<file path="config.mk">
export PLATFORM = sky130hd
export DESIGN_NAME = paddle_bbox_tracker
export DESIGN_NICKNAME = d
export VERILOG_FILES = /design/src/rtl/paddle_loc_pkg.sv /design/src/rtl/raster_position_counter.sv /design/src/rtl/paddle_bbox_tracker.sv
export SDC_FILE = /design/constraint.sdc
export NUM_CORES = 1
export LEC_CHECK = 0
export CAP_MARGIN = 20
export CORE_MARGIN = 1
export CORE_UTILIZATION = 50
export DETAILED_ROUTE_END_ITERATION = 8
export PLACE_DENSITY = 0.7
export SLEW_MARGIN = 30
export SYNTH_ARGS = -nofsm -noshare
export SYNTH_HDL_FRONTEND = slang
export SYNTH_HIERARCHICAL = 1
export SYNTH_SLANG_ARGS = --single-unit
</file>
<file path="constraint.sdc">
create_clock -name clk -period 19.9 [get_ports clk]
set_input_delay 5.97 -clock clk [delete_from_list [all_inputs] [get_ports clk]]
set_output_delay 5.97 -clock clk [all_outputs]
set_load 0.05 [all_outputs]
</file>
<file path="src/rtl/paddle_loc_pkg.sv">
// Shared types and defaults for the paddle-localization pipeline stages.
package paddle_loc_pkg;

    localparam int unsigned DEF_WIDTH  = 640;
    localparam int unsigned DEF_HEIGHT = 480;
    localparam int unsigned DEF_COL_W  = $clog2(DEF_WIDTH);
    localparam int unsigned DEF_ROW_W  = $clog2(DEF_HEIGHT);

    // Box fields are sized generously so one struct serves every frame geometry.
    localparam int unsigned BOX_W     = 16;
    localparam int unsigned BOX_CNT_W = 32;

    typedef struct packed {
        logic [BOX_W-1:0]     x_min;
        logic [BOX_W-1:0]     x_max;
        logic [BOX_W-1:0]     y_min;
        logic [BOX_W-1:0]     y_max;
        logic [BOX_CNT_W-1:0] count;
    } bbox_t;

    typedef enum logic [1:0] {
        ACCUM   = 2'b01,
        PUBLISH = 2'b10
    } tracker_state_t;

    // Empty box: min trackers at their sentinels so the first hit overwrites them.
    function automatic bbox_t bbox_init(input int unsigned width, input int unsigned height);
        bbox_t b;
        b       = '0;
        b.x_min = BOX_W'(width - 1);
        b.y_min = BOX_W'(height - 1);
        return b;
    endfunction

endpackage

</file>
<file path="src/rtl/raster_position_counter.sv">
// Raster col/row tracker for a valid-qualified pixel stream with sof resync.
module raster_position_counter
    import paddle_loc_pkg::*;
#(
    parameter int unsigned WIDTH  = DEF_WIDTH,
    parameter int unsigned HEIGHT = DEF_HEIGHT,
    parameter int unsigned COL_W  = DEF_COL_W,
    parameter int unsigned ROW_W  = DEF_ROW_W
) (
    input  logic             clk,
    input  logic             reset,
    input  logic             in_valid,
    input  logic             in_sof,
    output logic [COL_W-1:0] col_c,
    output logic [ROW_W-1:0] row_c,
    output logic             end_of_frame_c
);

    localparam logic [COL_W-1:0] COL_LAST = COL_W'(WIDTH - 1);
    localparam logic [ROW_W-1:0] ROW_LAST = ROW_W'(HEIGHT - 1);

    logic [COL_W-1:0] col_q;
    logic [ROW_W-1:0] row_q;
    logic             sof_c;

    // A qualified sof relabels the current pixel as (0,0) and suppresses end-of-frame.
    assign sof_c          = in_valid && in_sof;
    assign col_c          = sof_c ? '0 : col_q;
    assign row_c          = sof_c ? '0 : row_q;
    assign end_of_frame_c = in_valid && !in_sof && (col_q == COL_LAST) && (row_q == ROW_LAST);

    // Advance the position only on valid pixels, wrapping col then row.
    always_ff @(posedge clk or posedge reset) begin
        if (reset) begin
            col_q <= '0;
            row_q <= '0;
        end else if (in_valid) begin
            if (col_c == COL_LAST) begin
                col_q <= '0;
                row_q <= (row_c == ROW_LAST) ? '0 : row_c + ROW_W'(1);
            end else begin
                col_q <= col_c + COL_W'(1);
                row_q <= row_c;
            end
        end
    end

endmodule

</file>
<file path="src/rtl/paddle_bbox_tracker.sv">
// Per-frame bounding box / pixel count of the paddle mask, published at frame end.
module paddle_bbox_tracker
    import paddle_loc_pkg::*;
#(
    parameter int unsigned WIDTH      = DEF_WIDTH,
    parameter int unsigned HEIGHT     = DEF_HEIGHT,
    parameter int unsigned COL_W      = $clog2(WIDTH),
    parameter int unsigned ROW_W      = $clog2(HEIGHT),
    parameter int unsigned CNT_W      = 19,
    parameter int          ROI_Y_MIN  = 0,
    parameter int          ROI_Y_MAX  = int'(HEIGHT) - 1,
    parameter int unsigned MIN_PIXELS = 16
) (
    input  logic             clk,
    input  logic             reset,
    input  logic             in_valid,
    input  logic             in_pixel,
    input  logic             in_sof,
    output logic             frame_done,
    output logic             found,
    output logic [COL_W-1:0] x_min,
    output logic [COL_W-1:0] x_max,
    output logic [ROW_W-1:0] y_min,
    output logic [ROW_W-1:0] y_max,
    output logic [COL_W-1:0] x_ctr,
    output logic [ROW_W-1:0] y_ctr,
    output logic [CNT_W-1:0] pix_count
);

    localparam int unsigned XS_W = COL_W + 1;
    localparam int unsigned YS_W = ROW_W + 1;
    localparam logic [BOX_CNT_W-1:0] CNT_MAX = BOX_CNT_W'({CNT_W{1'b1}});
    localparam bbox_t BOX_EMPTY = bbox_init(WIDTH, HEIGHT);

    tracker_state_t   state;
    bbox_t            acc;
    bbox_t            next_c;
    logic [COL_W-1:0] col_c;
    logic [ROW_W-1:0] row_c;
    logic             eof_c;
    logic             hit_c;
    logic             found_c;
    logic [XS_W-1:0]  x_sum_c;
    logic [YS_W-1:0]  y_sum_c;

    raster_position_counter #(
        .WIDTH (WIDTH),
        .HEIGHT(HEIGHT),
        .COL_W (COL_W),
        .ROW_W (ROW_W)
    ) u_pos (
        .clk           (clk),
        .reset         (reset),
        .in_valid      (in_valid),
        .in_sof        (in_sof),
        .col_c         (col_c),
        .row_c         (row_c),
        .end_of_frame_c(eof_c)
    );

    assign hit_c = in_valid && in_pixel &&
                   (int'(row_c) >= ROI_Y_MIN) && (int'(row_c) <= ROI_Y_MAX);

    // Box including the current pixel; sof starts from an empty box first.
    always_comb begin
        next_c = (in_valid && in_sof) ? BOX_EMPTY : acc;
        if (hit_c) begin
            if (BOX_W'(col_c) < next_c.x_min) next_c.x_min = BOX_W'(col_c);
            if (BOX_W'(col_c) > next_c.x_max) next_c.x_max = BOX_W'(col_c);
            if (BOX_W'(row_c) < next_c.y_min) next_c.y_min = BOX_W'(row_c);
            if (BOX_W'(row_c) > next_c.y_max) next_c.y_max = BOX_W'(row_c);
            if (next_c.count != CNT_MAX) next_c.count = next_c.count + BOX_CNT_W'(1);
        end
    end

    assign found_c = next_c.count >= BOX_CNT_W'(MIN_PIXELS);
    assign x_sum_c = XS_W'(next_c.x_min) + XS_W'(next_c.x_max);
    assign y_sum_c = YS_W'(next_c.y_min) + YS_W'(next_c.y_max);
    assign frame_done = (state == PUBLISH);

    // FSM, accumulator and result registers; the box holds when too few pixels.
    always_ff @(posedge clk or posedge reset) begin
        if (reset) begin
            state     <= ACCUM;
            acc       <= BOX_EMPTY;
            found     <= 1'b0;
            x_min     <= '0;
            x_max     <= '0;
            y_min     <= '0;
            y_max     <= '0;
            x_ctr     <= '0;
            y_ctr     <= '0;
            pix_count <= '0;
        end else begin
            case (state)
                ACCUM, PUBLISH: state <= eof_c ? PUBLISH : ACCUM;
                default:        state <= ACCUM;
            endcase
            acc <= eof_c ? BOX_EMPTY : next_c;
            if (eof_c) begin
                found     <= found_c;
                pix_count <= CNT_W'(next_c.count);
                if (found_c) begin
                    x_min <= COL_W'(next_c.x_min);
                    x_max <= COL_W'(next_c.x_max);
                    y_min <= ROW_W'(next_c.y_min);
                    y_max <= ROW_W'(next_c.y_max);
                    x_ctr <= x_sum_c[XS_W-1:1];
                    y_ctr <= y_sum_c[YS_W-1:1];
                end
            end
        end
    end

endmodule

</file>
# Word level (Yosys, flattened, before mapping)
# Cells that the tools add are included.
# Widths: inputs -> output; s select.
[totals]
ff_bits = 194
inputBits = 5
out_inout_bits = 78
word_cells = 58
[classes]
add_sub_neg = 5
magnitude_cmp = 6
n_eq_ne = 7
mux = 15
reduce_logical = 9
[op_table]
columns = ["op", "count"]
rows = [
  ["$mux 96", 3],
  ["$mux 16", 4],
  ["$add 32x1->32 const B", 1],
  ["$ge 32x5->1 const B", 1],
  ["$mux 32", 1],
  ["$ne 32x19->1 const B", 1],
  ["$mux 9", 3],
  ["$eq 10x10->1 const B", 2],
  ["$mux 10", 2],
  ["$eq 9x9->1 const B", 2],
  ["$gt 10x16->1", 1],
  ["$gt 9x16->1", 1],
  ["$lt 10x16->1", 1],
  ["$lt 9x16->1", 1],
  ["$add 11x11->11", 1],
  ["$add 10x1->10 const B", 1],
  ["$add 10x10->10", 1],
  ["$add 9x1->9 const B", 1],
  ["$le 9x9->1 const B", 1],
  ["$logic_and 1x1->1", 6],
  ["$mux 2", 2],
  ["$eq 2x1->1 const B", 1],
  ["$eq 2x2->1 const B", 1],
  ["$reduce_and 2->1", 1],
  ["2 further kinds", 2],
]

# Logic depth before layout (Yosys ltp)
# Gate-level depths: netlist of run 1.
[depth]
ltp_word = 7
ltp_mapped = 23

# Cells and area by module
# Netlist of run 1, hierarchy kept.
[modules_own_cells]
columns = ["module", "instances", "cells_per_inst", "area_per_inst_um2", "seq_area_each_um2"]
rows = [
  ["paddle_bbox_tracker", 1, 1101, 9974.6, 4400.5],
  ["raster_position_counter", 1, 143, 1285.0, 475.5],
]

# Least setup slack after synthesis of run 1
# OpenSTA, ideal clock, no wires.
[synth_timing]
path_type = "in2reg"
start = "input port in_valid"
end = "register y_ctr[8]"
setup_ns = 0.095
t_arrival_ns = 10.594
t_required_ns = 19.805
path_slack_ns = 9.210
stages = 23
path_buffers = 6
path_cell_list = "nand2_1 > clkbuf_1 > buf_2 > clkbuf_1 > clkbuf_1 > buf_1 > nand2_1 > ha_1 > nand2b_1 > a21oi_1 > nor2_1 > a21oi_1 > o31ai_1 > clkbuf_1 > nor2_1 > a31oi_1 > inv_1 > ha_1 > nand2_1 > o31a_1 > o311ai_0 > a21oi_1 > o31ai_1"
[synth_rtl]
columns = ["item", "line_no", "text"]
rows = [
  ["start, declared", "paddle_bbox_tracker.sv:16", "input logic in_valid,"],
  ["end signal, assigned", "paddle_bbox_tracker.sv:109", "y_ctr <= y_sum_c[YS_W-1:1];"],
  ["end, declared", "paddle_bbox_tracker.sv:26", "output logic [ROW_W-1:0] y_ctr,"],
]

# Final worst setup path of run 1
[layout_timing]
start = "input port in_valid"
end = "register x_ctr[8]"
[layout_between]
elab_chain_len = 7
[layout_lines]
columns = ["item", "line_no", "text"]
rows = [
  ["$logic_and 1x1->1 (*)", "raster_position_counter.sv:27", "assign sof_c = in_valid && in_sof;"],
  ["$mux 9 (*)", "raster_position_counter.sv:29", "assign row_c = sof_c ? '0 : row_q;"],
  ["net row_c[7]", "paddle_bbox_tracker.sv:39", "logic [ROW_W-1:0] row_c;"],
  ["$le 9x9->1 (*)", "paddle_bbox_tracker.sv:62", "(int'(row_c) >= ROI_Y_MIN) && (int'(row_c) <= ROI_Y_MAX);"],
  ["$logic_and 1x1->1 (*)", "paddle_bbox_tracker.sv:62", ""],
  ["$mux 96 (*)", "paddle_bbox_tracker.sv:67", "if (hit_c) begin"],
  ["$ge 32x5->1", "paddle_bbox_tracker.sv:76", "assign found_c = next_c.count >= BOX_CNT_W'(MIN_PIXELS);"],
  ["$reduce_and 2->1 (no line)", "--", ""],
  ["end signal, assigned", "paddle_bbox_tracker.sv:108", "x_ctr <= x_sum_c[XS_W-1:1];"],
  ["end, declared", "paddle_bbox_tracker.sv:25", "output logic [COL_W-1:0] x_ctr,"],
]
# Mark *: on every way through the listed nets, which the timed path passes. The rest lies on a longest branch.
# A chain may end at the register's enable or synchronous reset.

==> metrics.md, run 1 <==
| Metric | Value |
|---|---|
| CP arrival | `11.48 ns` |
| Worst hold stages | `2` |
| Worst Tran Pin Value | `1.08 ns` |
| Drt drc | `15` |
| Reg2Reg Depth | `11` |
| Crit path kind | `in2reg` |
| Synth async-reset ratio | `100%` |
| Worst-path clk slew | `0.08 ns` |
| Vias in the first global route | `9,003` |
| Primary FF master, synth | `dfrtp_1` |
| RSZ-0062 raised after global routing | `false` |
| Worst Path Required | `20.23 ns` |
| Hold worst-path end | `y_min[8]` |
| Total global-route track usage | `25.2%` |
| Clock skew after layout | `0.0150 ns` |
| Crit path time final | `11.16 ns` |
| Die width | `152 um` |
| Largest net degree at the start of global routing | `105` |
| Initial Util | `51.3%` |
| VDD IR max | `0.0519 mV` |
| Critical path peak fanout | `32` |
| Startpoint Class | `input port` |
| Slew HR | `26.8%` |
| Filler Cell Count | `1,963` |
| Min-delay src | `y_min[8]` |
| DR WL/cell | `17.7 um` |
| Post-CTS Setup Bufs | `0` |
| CTS tree | `built` |
| Finished Layout Cells | `1,585` |
| Htree depth | `4` |
| Nets@finish | `1,351` |
| Clock sink total | `194` |
| Pleak | `6.00 nW` |
| Clk root buf | `clkbuf_16` |
| Clock Latency Late Sink | `0.45 ns` |
| Final Cycle Share | `56.1%` |
| Most frequent cells in the layout | `dfrtp_1, nand2_1, nor2_1, clkdlybuf4s50_1, a21oi_1` |
| Worst R2R Setup Slack | `15.19 ns` |
| Gr busiest metal | `met2` |
| Area leader, netlist | `dfrtp_1` |
| Overflow after GRT | `0` |
| Die Ht | `152 um` |
| Die area | `23,100 sq um` |
| Setup Viol. Count Final | `0` |
| Synth top area share | `39.3%` |
| Number of buffers added on ports | `82` |
| Mean Syn Cell Area | `9.05 sq um` |
| Number of synthesized flops with an enable pin | `0` |
| Gate Count Post-Synth | `1,244` |
| Worst-path cell chain | `clkdlybuf4s50_1 > buf_4 > nand2_1 > and2_1 > and4_1 > nor2_1 > o31ai_2 > nor4_1 > and3_1 > o221ai_1 > o311ai_1 > nand3_1 > a311oi_1 > nand3_1` |
| Final Max Tran Viols | `0` |
| Routed WL | `28,100 um` |
| CP dominant cell by count | `nand3_1` |
| Initial antenna violation count | `0` |
| Sequential share of the synthesized area | `43.3%` |
| Synth Cell Area | `11,300 sq um` |
| Post-DP HPWL | `19,600 um` |
| Min-Delay Path Class | `reg2reg` |
| Via-to-Cell Ratio | `5.88` |
| CP max-delay cell | `o311ai_1` |
| Met3 GRT Util | `3.65%` |
| Met1 usage in global routing | `35.1%` |
| Largest cells by area after synthesis | `dfrtp_1, ha_1, nand2_1, nor2_1, dfstp_2` |
| Status | `finished with violations` |
| Global-route wire length before repair | `46,800 um` |
| Post-CTS sizing | `0` |
| Post-route ant nets | `0` |
| Met2 usage | `40.9%` |
| Yosys warns | `6` |
| CTS Hold Bufs | `0` |
| Fmax achieved | `89.6 MHz` |
| Total power | `926 uW` |
| Synth unique cells | `92` |
| Reg-to-Reg End | `x_ctr[8]` |
| Peak per-stage delay on the critical path | `0.94 ns` |
| Seq cells post-synth | `194` |
| # placed instances | `1,552` |
| Initial DRC count | `678` |
| Num rows | `54` |
| Commonest non-fill, non-tap cell in the layout | `dfrtp_1` |
| Power density cells | `72.2 nW/um^2` |
| Setup TNS | `0 ns` |
| Ports | `83` |
| CP endpoint kind | `flop` |
| Pre-Repair DR Iteration Count | `8` |
| Vias | `9,315` |
| Mapped Nets | `1,303` |
| Inserted Clock Buffers | `17` |
| Total of max-cap violations | `0` |
| Gpl congestion | `0.944` |
| Failing checks | `DRC` |
| Share of cells above drive strength 1 | `8.28%` |
| Core area | `22,000 sq um` |
| Reg2Reg Launch Point | `u_pos/row_q[6]` |
| # diodes | `0` |
| Clk buf depth | `2` |
| Hold Vio Cnt, Final | `0` |
| Area delta synth->final | `13.9%` |
[synthesized netlist by cell type (15+ instances only)]
cell      instances
a211oi_1         15
and2_1           40
nor2_1          140
dfrtp_1         177
o21ai_1          44
mux2i_1          25
clkbuf_1         37
nand4_1          28
xor2_1           17
nand2_1         160
nor3_1           21
a21oi_1          64
o21ai_0          24
xnor2_1          23
nand3_1          20
dfstp_2          17
inv_1            62
ha_1             53
and3_1           33
[worst max path at each step]
| stage | from | depth (start not counted) | slack [ns] | endpoint |
|---|---|---|---|---|
| floorplan | reset | 1 | 9.21 | acc[0] |
| global placement | in_valid | 14 | 8.40 | x_ctr[9] |
| detailed placement | in_valid | 13 | 8.35 | x_ctr[9] |
| CTS | in_valid | 13 | 8.78 | x_ctr[9] |
| global route | in_valid | 14 | 8.40 | x_ctr[8] |
| finish | in_valid | 14 | 8.74 | x_ctr[8] |
[cell families (layout without fill, tap and decap cells)]
kind of cell / count (synthesis) / after routing / share of synthesized area, %
and+or+nand+nor: 529 / 529 / 23.1
xor gates and xnor gates: 40 / 40 / 3.11
AOI/OAI and AO/OA: 263 / 263 / 15.8
DFF: 194 / 194 / 43.3
adders and majority gates: 55 / 55 / 6.16
muxes: 35 / 35 / 3.29
buffers and inverters: 128 / 189 / 5.29
[critical path: cells and delay by family]
| family | cells | cell delay [ns] |
|---|---|---|
| AOI/OAI and AO/OA | 4 | 1.71 |
| and+or+nand+nor | 8 | 3.01 |
| buffers and inverters | 2 | 0.76 |
[where the power goes]
part           leakage, nW  internal (mW)  switching, mW
Clock                0.298          0.188          0.164
Sequential            2.58          0.409        0.00790
Combinational         3.12         0.0549          0.102
Total                 6.00          0.653          0.274
[routing by layer]
layer / routed length (um) / part of all wire [%]
met5: 0 / 0
met4: 384 / 1.4
met3: 1450 / 5.2
met2: 13300 / 47
met1: 12900 / 46
[state kept, by name, indices dropped and copies added (netlist names)]
signal	cells
u_pos/col_q	10
pix_count	19
x_min	10
u_pos/row_q	9
state	2
x_ctr	10
y_max	9
acc	96
x_max	10
found	1
y_ctr	9
y_min	9
[cell type report]
class	count	area (sq um)	share of cell area, %
clock inverters	12	139	1.08
flip-flops and latches	194	4880	38.0
clock buffers	20	467	3.64
repair buffers	95	942	7.34
well taps	280	350	2.73
multi-input cells	922	5820	45.3
inverters	62	240	1.87
[stage by stage]
step                      worst slack (ns)  util, %  area [sq um]  hold WS (ns)
after detailed placement              8.35     55.5         12200         0.464
after CTS                             8.78     58.3         12800         0.491
final                                 8.74     58.4         12800         0.487
after global routing                  8.40     58.4         12800         0.512
after floorplan                       9.21        -         11300         0.454
after global placement                8.40     55.5         12200         0.462
Power figures use the tool's default switching activity.
==> run 2, diff against run 1 <==
- clock period: 19.9 -> 11.46 ns (I/O delays scaled with it)
==> metrics.md, run 2 (synthesis results as in run 1) <==
| Metric | Value |
|---|---|
| Status | `finished with violations` |
| Failing checks | `DRC` |
| Largest registers | `acc (96), pix_count (19)` |
| CP arrival | `9.00 ns (-2.48 ns)` |
| # diodes | `0 (unchanged)` |
| Clock sink total | `194 (unchanged)` |
| Area delta synth->final | `14.2%` |
| VDD IR max | `0.0774 mV (+49%)` |
| Vias | `9,446 (+1.4%)` |
| CTS tree | `built` |
| Post-CTS sizing | `0 (unchanged)` |
| Global-route wire length before repair | `48,200 um (+2.9%)` |
| Final non-filler cell area | `12,900 sq um (+0.20%)` |
| Die area | `23,100 sq um (unchanged)` |
| Reg with most FFs | `acc` |
| Worst-path clk slew | `0.09 ns (about the same)` |
| Crit path kind | `in2reg` |
| Overflow after GRT | `0 (unchanged)` |
| Drt drc | `12 (-3)` |
| RSZ-0062 raised after global routing | `false` |
| Ports | `83 (unchanged)` |
| Commonest non-fill, non-tap cell in the layout | `dfrtp_1` |
| Worst Tran Pin Value | `0.877 ns (-0.204 ns)` |
| Gpl congestion | `0.916 (-3.0%)` |
| Post-DP HPWL | `20,500 um (+4.4%)` |
| Min-Delay Path Class | `reg2reg` |
| Clk buf depth | `2 (unchanged)` |
| Startpoint Class | `input port` |
| Die width | `152 um (unchanged)` |
| Htree depth | `4 (unchanged)` |
| Nets@finish | `1,351 (unchanged)` |
| Crit path time final | `8.66 ns` |
| Initial antenna violation count | `0 (unchanged)` |
| Post-CTS Setup Bufs | `0 (unchanged)` |
| Initial Util | `51.3% (unchanged)` |
| Share of cells above drive strength 1 | `8.35% (+0.077 points)` |
| Post-route ant nets | `0 (unchanged)` |
| Routed WL | `29,000 um (+3.0%)` |
| Clock Latency Late Sink | `0.45 ns (about the same)` |
| Reg-to-Reg End | `x_ctr[8]` |
| Area after DPL | `12,200 sq um (about the same)` |
| Total power | `1.64 mW (+77%)` |
| Worst hold stages | `2 (unchanged)` |
| Critical path peak fanout | `31 (-3.1%)` |
| Reg2Reg Launch Point | `u_pos/row_q[5]` |
| Most frequent cells in the layout | `dfrtp_1, nand2_1, nor2_1, clkdlybuf4s50_1, a21oi_1` |
| Num rows | `54 (unchanged)` |
| Die Ht | `152 um (unchanged)` |
| Max reg flops | `96 (unchanged)` |
| Via-to-Cell Ratio | `5.96 (+1.4%)` |
| Largest net degree at the start of global routing | `105 (unchanged)` |
| Setup TNS | `0 ns (unchanged)` |
| CTS Hold Bufs | `0 (unchanged)` |
| Fmax achieved | `115 MHz` |
| Pre-Repair DR Iteration Count | `7 (-1)` |
| Initial DRC count | `772 (+14%)` |
| Inserted Clock Buffers | `17 (unchanged)` |
| Worst R2R Setup Slack | `6.74 ns (-8.45 ns)` |
| Setup Viol. Count Final | `0 (unchanged)` |
| Core area | `22,000 sq um (unchanged)` |
| Worst Setup EP | `y_ctr[7]` |
| Hold Worst Slack | `0.488 ns (+0.00153 ns)` |
| Final Max Tran Viols | `0 (unchanged)` |
| Power density cells | `127 nW/um^2 (+76%)` |
| Total global-route track usage | `25.9% (+0.73 points)` |
| Critical path origin | `in_valid` |
| Pleak | `6.00 nW (about the same)` |
| DR WL/cell | `18.3 um (+3.0%)` |
| Clk root buf | `clkbuf_16` |
| Number of buffers added on ports | `82 (unchanged)` |
| Slew HR | `41.5% (+15 points)` |
| Total of max-cap violations | `0 (unchanged)` |
| Clock skew after layout | `0.0156 ns (+0.000621 ns)` |
| Worst Path Required | `11.80 ns (-8.43 ns)` |
| Final Cycle Share | `75.6%` |
| Hold Vio Cnt, Final | `0 (unchanged)` |
| Reg2Reg Depth | `12 (+1)` |
| CP endpoint kind | `flop` |
| Vias in the first global route | `9,114 (+1.2%)` |
run 2: cell types whose count changed in the layout (fill, tap and decap cells not counted):
cell	previous run	this run
o311ai_1	2	1
clkbuf_8	3	0
clkinv_8	1	3
clkinv_4	2	3
bufinv_16	1	2
o311ai_2	0	1
inv_8	5	4
run 2: per-stage QoR:
step | setup slack, ns | util [%] | std cells
2_1_floorplan | 3.30 | - | 1244
3_3_place_gp | 2.34 | 55.5 | 1552
3_5_place_dp | 2.26 | 55.5 | 1552
4_1_cts | 2.69 | 58.3 | 1584
5_1_grt | 2.50 | 58.5 | 1585
6_report | 2.80 | 58.5 | 1585
run 2: critical path, stage by stage:
cell and delay [ns]:
clkdlybuf4s50_1 0.47, buf_4 0.26, nand2_2 0.56, buf_4 0.43, nand2_1 0.15, ha_1 0.36
nand4_1 0.16, a2111oi_0 0.58, nor3_1 0.16, o31ai_4 0.20, mux2i_1 0.34, or2_2 0.36
fa_1 0.40, inv_1 0.07, a21oi_1 0.06, maj3_1 0.43, o2111a_1 0.27, a211oi_1 0.19
o21ai_1 0.08
run 2: power by group:
group          switching [mW]  internal (mW)
combinational           0.182         0.0964
sequential             0.0141          0.711
clock                   0.299          0.334
total                   0.495           1.14
run 2: cell type report:
cell class	instances	area (sq um)
inverter	62	240
sequential	194	4880
clock buffer	17	425
tap	280	350
multi-input combinational	922	5820
timing repair buffer	95	942
fill	1914	9100
clock inverter	15	199
run 2: how the worst min path moves through the flow:
stage / start / slack, ns / endpoint
global route: y_min[8] / 0.51 / y_min[8]
finish: x_ctr[0] / 0.49 / x_ctr[0]
detailed placement: x_ctr[0] / 0.46 / x_ctr[0]
CTS: y_max[3] / 0.49 / y_max[3]
floorplan: acc[45] / 0.45 / acc[45]
global placement: x_min[9] / 0.46 / x_min[9]
run 2: metal layers:
| metal | vias up | wire, um | GRT usage (%) |
|---|---|---|---|
| met2 | 316 | 13400 | 42.0 |
| met1 | 4588 | 13300 | 35.4 |
| met4 | 0 | 684 | 8.94 |
| met3 | 49 | 1560 | 4.11 |
| met5 | - | 0 | 0 |
| li1 | 4493 | - | - |
==> run 3, diff against run 2 <==
- PLACE_DENSITY: 0.7 -> 0.72
- clock period: 11.46 -> 7.4 ns (I/O delays scaled with it)
==> metrics.md, run 3 (synthesis results as in run 1) <==
| Metric | Value |
|---|---|
| Crit path time final | `6.78 ns` |
| Startpoint Class | `input port` |
| Via-to-Cell Ratio | `5.84 (-2.1%)` |
| Nets@finish | `1,375 (+1.8%)` |
| Pre-Repair DR Iteration Count | `9 (+2)` |
| Comb power frac | `17.9% (+0.9 points)` |
| Clock share of power | `37.8% (-0.9 points)` |
| Clk buf depth | `2 (unchanged)` |
| Inserted Clock Buffers | `17 (unchanged)` |
| DR WL/cell | `18.1 um (-0.93%)` |
| Filler Cell Count | `1,900 (-0.73%)` |
| Hold Vio Cnt, Final | `0 (unchanged)` |
| Critical path origin | `in_sof` |
| Fmax achieved | `148 MHz` |
| Commonest non-fill, non-tap cell in the layout | `dfrtp_1` |
| Largest net degree at the start of global routing | `94 (-10%)` |
| Overflow after GRT | `0 (unchanged)` |
| Die width | `152 um (unchanged)` |
| CTS tree | `built` |
| Largest delay share family, worst path | `compound AO/OA/AOI/OAI gates` |
| Initial antenna violation count | `0 (unchanged)` |
| # diodes | `0 (unchanged)` |
| Met2 usage | `40.9% (-1.1 points)` |
| Min-Delay Path Class | `reg2reg` |
| Multi-input gate area | `5820 sq um (about the same)` |
| Final Cycle Share | `91.6%` |
| Die Ht | `152 um (unchanged)` |
| Number of buffers added on ports | `82 (unchanged)` |
| Critical path peak fanout | `22 (-29%)` |
| Total of max-cap violations | `0 (unchanged)` |
| Ports | `83 (unchanged)` |
| Core area | `22,000 sq um (unchanged)` |
| Final Max Tran Viols | `0 (unchanged)` |
| CP max-delay cell | `clkdlybuf4s50_1` |
| Initial Util | `51.3% (unchanged)` |
| Net Sw Frac | `30.2% (-0.036 points)` |
| Largest registers | `acc (96), pix_count (19)` |
| Failing checks | `DRC` |
| RSZ-0062 raised after global routing | `false` |
| Worst-path cell chain | `clkdlybuf4s50_1 > nand2_1 > and2_1 > ha_1 > nor2b_1 > a221oi_1 > o21ai_1 > a31oi_1 > o21ai_1 > buf_4 > o21ai_0 > inv_1 > ha_1 > nand2_1 > o31a_1 > o311ai_0 > a211oi_1 > o31ai_1` |
| Register Area | `4880 sq um (unchanged)` |
| VDD IR max | `0.143 mV (+85%)` |
| Htree depth | `4 (unchanged)` |
| Clk root buf | `clkbuf_16` |
| DP Worst Slack | `0.151 ns (-2.11 ns)` |
| Worst Path Required | `7.74 ns (-4.06 ns)` |
| Setup Viol. Count Final | `0 (unchanged)` |
| CP arrival | `7.12 ns (-1.88 ns)` |
| Max reg flops | `96 (unchanged)` |
| Crit path kind | `in2reg` |
| Reg2Reg Launch Point | `u_pos/row_q[6]` |
| Met1 usage in global routing | `36.7% (+1.3 points)` |
| Area delta synth->final | `15.7%` |
| CP endpoint kind | `flop` |
| Worst Tran Pin Value | `0.852 ns (-0.0250 ns)` |
| Gpl congestion | `0.921 (+0.55%)` |
| Reg with most FFs | `acc` |
| Worst-path clk slew | `0.08 ns (about the same)` |
| Post-DP HPWL | `21,000 um (+2.4%)` |
| Area after DPL | `12,400 sq um (+1.7%)` |
| Routed WL | `29,100 um (+0.57%)` |
| Share of cells above drive strength 1 | `9.93% (+1.6 points)` |
| Worst R2R Setup Slack | `3.09 ns (-3.65 ns)` |
| Setup TNS | `0 ns (unchanged)` |
| Gr busiest metal | `met2` |
| Num rows | `54 (unchanged)` |
| Power density cells | `194 nW/um^2 (+52%)` |
| CTS Hold Bufs | `0 (unchanged)` |
| Status | `finished with violations` |
| Internal cell power | `1.76 mW (+55%)` |
| Met3 GRT Util | `4.02% (-0.086 points)` |
| NetSw | `763 uW (+54%)` |
| Vias | `9,390 (-0.59%)` |
| Post-route ant nets | `0 (unchanged)` |
| Drt drc | `12 (unchanged)` |
| Sequential share of power | `44.3% (about the same)` |
| Global-route wire length before repair | `47,800 um (-0.79%)` |
| Slew HR | `42.7% (+1.2 points)` |
| Vias in the first global route | `9,063 (-0.56%)` |
| Pleak | `6.12 nW (+1.9%)` |
| Most frequent cells in the layout | `dfrtp_1, nand2_1, nor2_1, clkdlybuf4s50_1, a21oi_1` |
| Clock Latency Late Sink | `0.44 ns (about the same)` |
| Initial DRC count | `614 (-20%)` |
| Final non-filler cell area | `13,000 sq um (+1.3%)` |
| Total global-route track usage | `25.8% (-0.14 points)` |
| Post-CTS sizing | `0 (unchanged)` |
| Die area | `23,100 sq um (unchanged)` |
| WP buf/inv | `3 (-1)` |
| Min-delay src | `y_max[8]` |
| Peak per-stage delay on the critical path | `0.71 ns (+0.13 ns)` |
| Final worst slack | `0.621 ns (-2.18 ns)` |
| Post-CTS Setup Bufs | `0 (unchanged)` |
| Clock skew after layout | `0.0106 ns (-0.00498 ns)` |
| Clock sink total | `194 (unchanged)` |
-- run 3: changes by cell type in the layout (fill, tap and decap cells not counted), sizes merged --
| cell | before | now |
|---|---|---|
| inv | 67 | 69 |
| buf | 13 | 37 |
| clkbuf | 17 | 20 |
| clkinv | 7 | 3 |
| bufinv | 2 | 1 |
-- run 3: path summary, 6_finish.rpt --
check | endpoint | cells after the start
max | y_ctr[6] | 18
min | y_max[8] | 2
max reg2reg | x_ctr[9] | 13
min reg2reg | y_max[8] | 2
max in group asynchronous | acc[55] | 4
min in group asynchronous | acc[30] | 2
-- run 3: worst min-delay path, delay by kind of cell, from the launching register on --
family / cells / cell delay, ns
AOI/OAI and AO/OA: 1 / 0.06
and+or+nand+nor: 1 / 0.05
DFF: 1 / 0.35
-- run 3: power by group through the flow --
stage               logic [mW]  registers, mW  clock network (mW)
floorplan                0.322           1.13                   0
global placement         0.440           1.14                   0
detailed placement       0.444           1.14                   0
CTS                      0.448           1.12               0.972
global route             0.498           1.12                1.01
finish                   0.452           1.12               0.954
-- run 3: through the flow --
| step | power, mW | cells | utilization [%] | hold WS, ns |
|---|---|---|---|---|
| after CTS | 2.54 | 1608 | 59.1 | 0.488 |
| final | 2.53 | 1609 | 59.3 | 0.484 |
| after detailed placement | 1.58 | 1576 | 56.4 | 0.464 |
| after global placement | 1.58 | 1576 | 56.4 | 0.464 |
| after global routing | 2.64 | 1609 | 59.3 | 0.501 |
| after floorplan | 1.46 | 1244 | - | 0.454 |
-- run 3: layout make-up --
type	count	area share, %
multi-input cells	922	44.7
flip-flops and latches	194	37.4
repair buffers	119	8.78
clock buffers	20	3.51
well taps	280	2.69
inverters	62	1.83
clock inverters	12	1.08
-- run 3: metal layers --
layer,routed length (um),vias to the layer above
met2,13500,291
met3,1530,37
li1,-,4526
met4,474,0
met1,13600,4536
met5,0,-
